**src/rtl/fb_ctrl_pkg.sv**
```systemverilog
// fb_ctrl_pkg: frame sequencing states shared by the display and renderer control logic.
package fb_ctrl_pkg;
   typedef enum logic [1:0] {IDLE, CLEAR, DRAW, WAIT_SWAP} fb_state_t;
endpackage

```
**src/rtl/fb_addr_gen.sv**
```systemverilog
// fb_addr_gen: registers an accepted pixel into a linear write address, data and write
// strobe; pixels outside the screen are still consumed but never strobed.
module fb_addr_gen #(
   parameter int W  = 160,
   parameter int H  = 120,
   parameter int IW = 4,
   parameter int AW = 15,
   parameter int XW = 8,
   parameter int YW = 7
) (
   input  logic          clk,
   input  logic          rstn,
   input  logic          accept_i,
   input  logic [XW-1:0] px_x_i,
   input  logic [YW-1:0] px_y_i,
   input  logic [IW-1:0] px_index_i,
   output logic          we_o,
   output logic [AW-1:0] addr_o,
   output logic [IW-1:0] data_o
);
   logic          we_q, we_d;
   logic [AW-1:0] addr_q, addr_d;
   logic [IW-1:0] data_q;
   logic          in_bounds;
   assign in_bounds = (int'(px_x_i) < W) && (int'(px_y_i) < H);
   assign we_d      = accept_i & in_bounds;
   assign addr_d    = AW'(px_y_i) * AW'(W) + AW'(px_x_i);
   always_ff @(posedge clk or negedge rstn) begin
      if (!rstn) begin
         we_q   <= 1'b0;
         addr_q <= '0;
         data_q <= '0;
      end else begin
         we_q <= we_d;
         if (accept_i) begin
            addr_q <= addr_d;
            data_q <= px_index_i;
         end
      end
   end
   assign we_o   = we_q;
   assign addr_o = addr_q;
   assign data_o = data_q;
endmodule

```
**src/rtl/framebuffer_write_ctrl.sv**
```systemverilog
// framebuffer_write_ctrl: per frame clears the back buffer, streams rasterizer pixels
// into it, then swaps front/back on the next display vsync.
module framebuffer_write_ctrl
   import fb_ctrl_pkg::*;
#(
   parameter int  SCREEN_WIDTH  = 160,
   parameter int  SCREEN_HEIGHT = 120,
   parameter int  INDEX_WIDTH   = 4,
   localparam int BUFFER_SIZE   = SCREEN_WIDTH * SCREEN_HEIGHT,
   localparam int ADDR_WIDTH    = $clog2(BUFFER_SIZE),
   localparam int X_WIDTH       = $clog2(SCREEN_WIDTH),
   localparam int Y_WIDTH       = $clog2(SCREEN_HEIGHT)
) (
   input  logic                   clk,
   input  logic                   rstn,
   input  logic                   frame_start,
   input  logic [INDEX_WIDTH-1:0] clear_index,
   input  logic                   px_valid,
   output logic                   px_ready,
   input  logic [X_WIDTH-1:0]     px_x,
   input  logic [Y_WIDTH-1:0]     px_y,
   input  logic [INDEX_WIDTH-1:0] px_index,
   input  logic                   frame_done,
   input  logic                   vsync_start,
   output logic                   fb_we,
   output logic [ADDR_WIDTH-1:0]  fb_addr,
   output logic [INDEX_WIDTH-1:0] fb_data,
   output logic                   fb0_we,
   output logic                   fb1_we,
   output logic                   display_sel,
   output logic                   busy,
   output logic                   swap_done
);
   fb_state_t              state_q, state_d;
   logic [ADDR_WIDTH-1:0]  cnt_q, cnt_d;
   logic [INDEX_WIDTH-1:0] clr_q, clr_d;
   logic                   sel_q, sel_d;
   logic                   swap_q, swap_d;
   logic                   clearing, accept, gen_we;
   logic [ADDR_WIDTH-1:0]  gen_addr;
   logic [INDEX_WIDTH-1:0] gen_data;
   always_ff @(posedge clk or negedge rstn) begin
      if (!rstn) begin
         state_q <= IDLE;
         cnt_q   <= '0;
         clr_q   <= '0;
         sel_q   <= 1'b0;
         swap_q  <= 1'b0;
      end else begin
         state_q <= state_d;
         cnt_q   <= cnt_d;
         clr_q   <= clr_d;
         sel_q   <= sel_d;
         swap_q  <= swap_d;
      end
   end
   // Pulses arriving in a state that does not consume them are simply dropped.
   always_comb begin
      state_d = state_q;
      cnt_d   = cnt_q;
      clr_d   = clr_q;
      sel_d   = sel_q;
      swap_d  = 1'b0;
      case (state_q)
         IDLE: if (frame_start) begin
            state_d = CLEAR;
            cnt_d   = '0;
            clr_d   = clear_index;
         end
         CLEAR: begin
            cnt_d = cnt_q + 1'b1;
            if (cnt_q == ADDR_WIDTH'(BUFFER_SIZE - 1)) state_d = DRAW;
         end
         DRAW: if (frame_done) state_d = WAIT_SWAP;
         WAIT_SWAP: if (vsync_start) begin
            state_d = IDLE;
            sel_d   = ~sel_q;
            swap_d  = 1'b1;
         end
         default: state_d = IDLE;
      endcase
   end
   assign clearing = (state_q == CLEAR);
   assign px_ready = (state_q == DRAW);
   assign accept   = px_valid & px_ready;
   fb_addr_gen #(
      .W (SCREEN_WIDTH),
      .H (SCREEN_HEIGHT),
      .IW(INDEX_WIDTH),
      .AW(ADDR_WIDTH),
      .XW(X_WIDTH),
      .YW(Y_WIDTH)
   ) u_addr_gen (
      .clk       (clk),
      .rstn      (rstn),
      .accept_i  (accept),
      .px_x_i    (px_x),
      .px_y_i    (px_y),
      .px_index_i(px_index),
      .we_o      (gen_we),
      .addr_o    (gen_addr),
      .data_o    (gen_data)
   );
   // The registered pixel path can only be active in DRAW or its one drain cycle.
   assign fb_we       = clearing | gen_we;
   assign fb_addr     = clearing ? cnt_q : gen_addr;
   assign fb_data     = clearing ? clr_q : gen_data;
   assign fb0_we      = fb_we & sel_q;
   assign fb1_we      = fb_we & ~sel_q;
   assign display_sel = sel_q;
   assign busy        = (state_q != IDLE);
   assign swap_done   = swap_q;
endmodule

```
**config.mk**
```make
export PLATFORM = sky130hd
export DESIGN_NAME = framebuffer_write_ctrl
export DESIGN_NICKNAME = d
export VERILOG_FILES = /design/src/rtl/fb_ctrl_pkg.sv /design/src/rtl/fb_addr_gen.sv /design/src/rtl/framebuffer_write_ctrl.sv
export SDC_FILE = /design/constraint.sdc
export NUM_CORES = 1
export LEC_CHECK = 0
export CAP_MARGIN = 10
export CORE_MARGIN = 3
export CORE_UTILIZATION = 35
export CTS_CLUSTER_DIAMETER = 100
export CTS_CLUSTER_SIZE = 10
export DETAILED_ROUTE_END_ITERATION = 7
export GPL_TIMING_DRIVEN = 0
export PLACE_DENSITY_LB_ADDON = 0.05
export SKIP_CTS_REPAIR_TIMING = 1
export SLEW_MARGIN = 5
export SYNTH_ARGS = -nofsm -noshare
export SYNTH_HDL_FRONTEND = slang
export SYNTH_SLANG_ARGS = --single-unit
```
**constraint.sdc**
```tcl
create_clock -name clk -period 2.8 [get_ports clk]
set_input_delay 0.7 -clock clk [delete_from_list [all_inputs] [get_ports clk]]
set_output_delay 0.7 -clock clk [all_outputs]
set_load 0.005 [all_outputs]
```
==> summary.md, run 1 <==
| Metric | Value |
|---|---|
| Status | `finished, final reports clean` |
| Synth area leaders | `dfrtp_1 41%, ha_1 8.5%, mux2_1 8.5%` |
| Vias in the first global route | `2050` |
| Largest area contributor in the netlist | `dfrtp_1` |
| Final Wtd Congestion | `0.779` |
| Commonest non-fill, non-tap cell in the layout | `nand2_1` |
| DP HPWL | `4.83 mm` |
| Rel. slew slack | `approximately two thirds` |
| Fmax | `362 MHz` |
| Max Cap Viol | `0` |
| Slowest library cell on the worst path | `or4_1` |
| # setup viols final | `0` |
| Initial Util | `36.4%` |
| Crit Path Category | `in -> reg` |
| DR vias | `~2200` |
| PD cells | `407 nW/um^2` |
| Hold Fails Final Rpt | `0` |
| Worst slew pin tran | `0.525 ns` |
| Initial DRC Count | `48` |
| Share of cells above drive strength 1 | `between 10% and 20%` |
| Final Critical Period | `2.76 ns` |
| Die Wd | `between 90 and 100 um` |
| Chip height | `93.1 um` |
| Grt ovf | `0` |
| Final Util | `50.2%` |
| Gate Count Post-Synth | `276` |
| Clk slew on worst S/H paths | `approximately 0.090 ns` |
| Largest net degree at the start of global routing | `27` |
| Clock Skew | `around 0.010 ns` |
| Crit path max-delay family | `adder cells` |
| Routed Antenna Nets | `0` |
| Remaining DRCs | `0` |
| CP bufs+invs | `1` |
| Final Power | `1.49 mW` |
| Area grow syn2layout | `37.7%` |
| CP max FO | `3` |
| TritonCTS clock tree | `built` |
| WL per Instance | `around 14 um` |
| Place WS | `-0.603 ns` |
| DRT Wirelength | `6.41 mm` |
| Post-Syn Area | `2660 um^2` |
| Critical path arrival | `2.98 ns` |
| Total CTS buffers | `5` |
| CP Capture Type | `flop` |
| Post-route clock period utilization | `98.6%` |
| H-tree depth | `2` |
| Nets | `393` |
| Via/cell ratio | `4.84` |
| Syn_nets | `325` |
| Peak supply drop | `slightly above 0.2 mV` |
| Drt pass-1 iters | `4` |
| Yosys top cell area share | `40.5%` |
| Initial antenna violation count | `0` |
| Leakage | `approximately 1.8 nW` |
| Most frequent cells in the layout | `45 x nand2_1, 43 x dfrtp_1, 42 x clkdlybuf4s50_1` |
| IO buf count | `54` |
| Avg Cell Area, Syn | `9.62 um^2` |
| Aggregate global-route resource usage | `between 10% and 20%` |
| Pins Over Slew Limit | `0` |
| Crit path largest cell delay | `0.51 ns` |
| Crit path cell chain | `dlymetal6s2s_1 > ha_1 > ha_4 > fa_2 > a21o_1 > a21oi_4 > xor2_1 > or4_1 > a31oi_1` |
| Core Area | `roughly 7300 um^2` |
| Die area | `between 8000 and 9000 um^2` |
| Startpoint Class | `input pin` |
| Worst EP required | `3.02 ns` |
| CTS root buf | `clkbuf_8` |
| Clock Tree Buf Depth | `2` |
| TritonCTS sink count | `43` |
| First-pass GRT wire length | `between 10 and 15 mm` |
| FP Rows | `31` |
| YS warnings | `0` |
| Final antenna diode count | `0` |
| Hold Crit Class | `in -> async` |
| Worst-skew pair later-pin latency | `0.29 ns` |
| Num ports | `55` |
| Final setup margin | `0.0397 ns` |
| Synth Register Bits | `between 40 and 50` |
| Netlist cell types | `42` |
| Post-synthesis sequential area ratio | `roughly two fifths` |
==> stage by stage <==
stage | hold WS (ns) | instances | setup TNS, ns | cell area [um^2]
final | 0.334 | 444 | 0 | 3660
after global routing | 0.355 | 444 | -0.0267 | 3660
after floorplan | 0.404 | 276 | 0 | 2680
after global placement | 0.452 | 429 | -15.88 | 3340
after CTS | 0.340 | 438 | -10.96 | 3450
after detailed placement | 0.458 | 430 | -6.16 | 3350
==> per-layer routing <==
metal,vias up,part of all wire (%),GRT usage (%)
met5,-,0,0
met4,0,0.55,3.66
met3,2,2.5,2.65
met2,29,49,23.9
met1,1041,48,21.4
li1,1078,-,-
==> cells in the mapped netlist, drive strengths merged <==
cell type / number
a221o: 1
and2: 6
nor4: 2
nand2: 45
mux2i: 2
nand3: 7
xor2: 15
or4: 1
nor4b: 1
a41oi: 1
o21ba: 1
buf: 1
nand2b: 2
nor2: 22
nor3: 1
nor3b: 1
or3b: 2
ha: 18
dfrtp: 43
clkbuf: 12
and3: 3
a31oi: 3
nand3b: 1
mux2: 24
and4: 3
nand4bb: 1
or2: 3
a211oi: 2
inv: 11
a21oi: 2
o31ai: 1
o221ai: 1
fa: 2
nand4: 6
a21o: 3
nor2b: 3
o21ai: 16
xnor2: 7
==> registers in the layout (all words and copies together), names as in the netlist <==
register / count
clr_q: 4
cnt_q: 15
display_sel: 1
state_q: 2
swap_done: 1
u_addr_gen.addr_o: 15
u_addr_gen.data_o: 4
u_addr_gen.we_o: 1
==> power by group <==
part           switching [mW]  leakage (nW)  internal [mW]
logic                   0.145          1.17          0.209
registers              0.0482         0.581          0.653
clock network           0.232        0.0474          0.202
total                   0.425          1.79           1.06
==> area by class of cell <==
cell class | count | area, um^2
Clock buffer | 6 | 82.6
Inverter | 11 | 41.3
Fill cell | 704 | 3630
Clock inverter | 2 | 16.3
Buffer | 13 | 83.8
Timing Repair Buffer | 61 | 646
Sequential cell | 43 | 1080
Tap cell | 99 | 124
Multi-Input combinational cell | 209 | 1590
==> logic make-up after synthesis <==
group           after synthesis  synth area share (%)
mux                          26                  10.9
xor+xnor                     22                  7.25
flops                        43                  40.5
buf+inv                      24                  3.44
simple gates                110                  20.2
compound gates               31                  7.68
fa+ha+maj                    20                  9.99
==> final timing paths <==
kind,depth (start not counted),slack [ns],end,from
max reg2reg,9,0.55,cnt_q[6],state_q[0]
max in group asynchronous,2,1.97,u_addr_gen.addr_o[6],rstn
min,1,0.33,state_q[1],rstn
min in group clk,2,0.48,u_addr_gen.addr_o[2],u_addr_gen.addr_o[2]
min reg2reg,2,0.48,u_addr_gen.addr_o[2],u_addr_gen.addr_o[2]
max,9,0.04,u_addr_gen.addr_o[13],px_y[3]
Note: power is estimated with default switching activity, not from simulation.
==> run 2: changes to the inputs <==
--- a/config.mk
+++ b/config.mk
@@ -12,7 +12,8 @@
 export CTS_CLUSTER_SIZE = 10
 export DETAILED_ROUTE_END_ITERATION = 7
 export GPL_TIMING_DRIVEN = 0
-export PLACE_DENSITY_LB_ADDON = 0.05
+export PLACE_DENSITY = 0.6
+export RECOVER_POWER = 25
 export SKIP_CTS_REPAIR_TIMING = 1
 export SLEW_MARGIN = 5
 export SYNTH_ARGS = -nofsm -noshare
==> summary.md, run 2 (synthesis results as in run 1) <==
| Metric | Value |
|---|---|
| Clock Skew | `approximately 0.015 ns` |
| DR vias | `2116` |
| PD cells | `424 nW/um^2` |
| Non-filler cells, final | `445` |
| IO buf count | `54` |
| Fmax | `365 MHz` |
| Initial antenna violation count | `0` |
| Area grow syn2layout | `38.6%` |
| Routed Antenna Nets | `0` |
| Vias in the first global route | `between 2000 and 2500` |
| Final antenna diode count | `0` |
| Reg area | `about 1100 um^2` |
| Crit path max-delay family | `buffers and inverters` |
| Clock power share | `32.7%` |
| Hold Crit Class | `reg -> reg` |
| Final Power | `1.56 mW` |
| Largest net degree at the start of global routing | `23` |
| CP max FO | `5` |
| Switching part of the total | `26.6%` |
| Final Util | `50.5%` |
| Pins Over Slew Limit | `0` |
| Remaining DRCs | `0` |
| Footprint of the multi-input gates | `around 1600 um^2` |
| Sequential fraction of design power | `44.8%` |
| Worst EP required | `2.10 ns` |
| CP Capture Type | `output pin` |
| Status | `finished, final reports clean` |
| TNS Setup | `0 ns` |
| Leakage | `1.81 nW` |
| FP Rows | `31` |
| Clock Tree Buf Depth | `2` |
| Nets | `394` |
| Drt pass-1 iters | `4` |
| CTS root buf | `clkbuf_8` |
| Final Critical Period | `2.74 ns` |
| H-tree depth | `2` |
| Max Cap Viol | `0` |
| TritonCTS clock tree | `built` |
| First-pass GRT wire length | `10.2 mm` |
| Final Wtd Congestion | `0.788` |
| # setup viols final | `0` |
| Initial DRC Count | `37` |
| Worst-skew pair later-pin latency | `0.31 ns` |
| Worst slew pin tran | `1.24 ns` |
| Commonest non-fill, non-tap cell in the layout | `nand2_1` |
| DRT Wirelength | `6.29 mm` |
| Die Wd | `about 93 um` |
| Hold Fails Final Rpt | `0` |
| DP HPWL | `4.72 mm` |
| Clk slew on worst S/H paths | `approximately 0.08 ns` |
| Reg2reg setup slack | `0.51 ns` |
| Post-route clock period utilization | `98.0%` |
| Peak supply drop | `0.217 mV` |
| Chip height | `~93 um` |
| TritonCTS sink count | `43` |
| Core Area | `7290 um^2` |
| Slowest library cell on the worst path | `clkdlybuf4s50_1` |
| Num ports | `55` |
| FILL cells | `702` |
| DP Cell Count | `430` |
| Most frequent cells in the layout | `45 x nand2_1, 43 x dfrtp_1, 41 x clkdlybuf4s50_1` |
| Via/cell ratio | `4.76` |
| Rel. slew slack | `17.1%` |
| Crit Path Category | `reg -> out` |
| Startpoint Class | `flop` |
| Critical path arrival | `2.04 ns` |
| Die area | `8670 um^2` |
| Share of cells above drive strength 1 | `11.8%` |
| Placed inst area | `3360 um^2` |
| Grt ovf | `0` |
| Crit path largest cell delay | `0.44 ns` |
| Psw | `0.415 mW` |
| CP bufs+invs | `4` |
| WL per Instance | `between 10 and 15 um` |
| Crit path cell chain | `inv_2 > ha_4 > buf_8 > clkbuf_16 > mux2_2 > clkdlybuf4s50_1` |
| Aggregate global-route resource usage | `14.9%` |
| Power Internal | `1.14 mW` |
| Initial Util | `a little over a third` |
| Fin area | `3680 um^2` |
| Combinational share of power | `between 20 and 25%` |
| Total CTS buffers | `5` |
## run 2: cell types whose count changed in the layout (fill, tap and decap cells not counted), sizes merged
cell and change:
buf -2, bufinv +1, clkinvlp -1, clkdlybuf4s50 -1, clkbuf +4
## run 2: final cells by class
type	count	share of cell area, %
Inverter	11	1.12
Timing Repair Buffer	62	17.6
Buffer	13	2.28
Clock inverter	2	0.952
Sequential cell	43	29.2
Tap cell	99	3.37
Multi-Input combinational cell	209	43.2
Clock buffer	6	2.24
## run 2: worst min-delay path, delay by kind of cell, from the launching register on
family / cells / cell delay, ns
AOI/OAI and AO/OA: 1 / 0.06
DFF: 1 / 0.34
and+or+nand+nor: 1 / 0.05
## run 2: power groups by stage
stage	clock network (mW)	logic (mW)	registers (mW)
after global placement	0	0.336	0.710
after floorplan	0	0.182	0.696
final	0.509	0.352	0.699
after CTS	0.516	0.347	0.697
after detailed placement	0	0.345	0.708
after global routing	0.547	0.393	0.703
## run 2: layer usage
layer  global-route usage, %  part of all wire, %  vias up
met5                       0                    0        -
met4                    4.76                 0.87        0
met1                    19.7                   48      996
li1                        -                    -     1081
met2                    24.9                   48       37
met3                    2.65                  3.0        2
## run 2: per-stage QoR
| stage | setup slack (ns) | hold slack, ns |
|---|---|---|
| CTS | -0.713 | 0.387 |
| global placement | -0.579 | 0.459 |
| detailed placement | -0.585 | 0.465 |
| floorplan | 0.0330 | 0.404 |
| global route | -0.00703 | 0.513 |
| finish | 0.0569 | 0.481 |
## run 2: worst paths after layout
path	start	endpoint	cells past startpoint
max	state_q[1]	fb_addr[8]	6
min	u_addr_gen.addr_o[9]	u_addr_gen.addr_o[9]	2
max reg2reg	state_q[0]	cnt_q[6]	9
min reg2reg	u_addr_gen.addr_o[9]	u_addr_gen.addr_o[9]	2
max in group asynchronous	rstn	state_q[1]	2
min in group asynchronous	rstn	u_addr_gen.data_o[2]	1
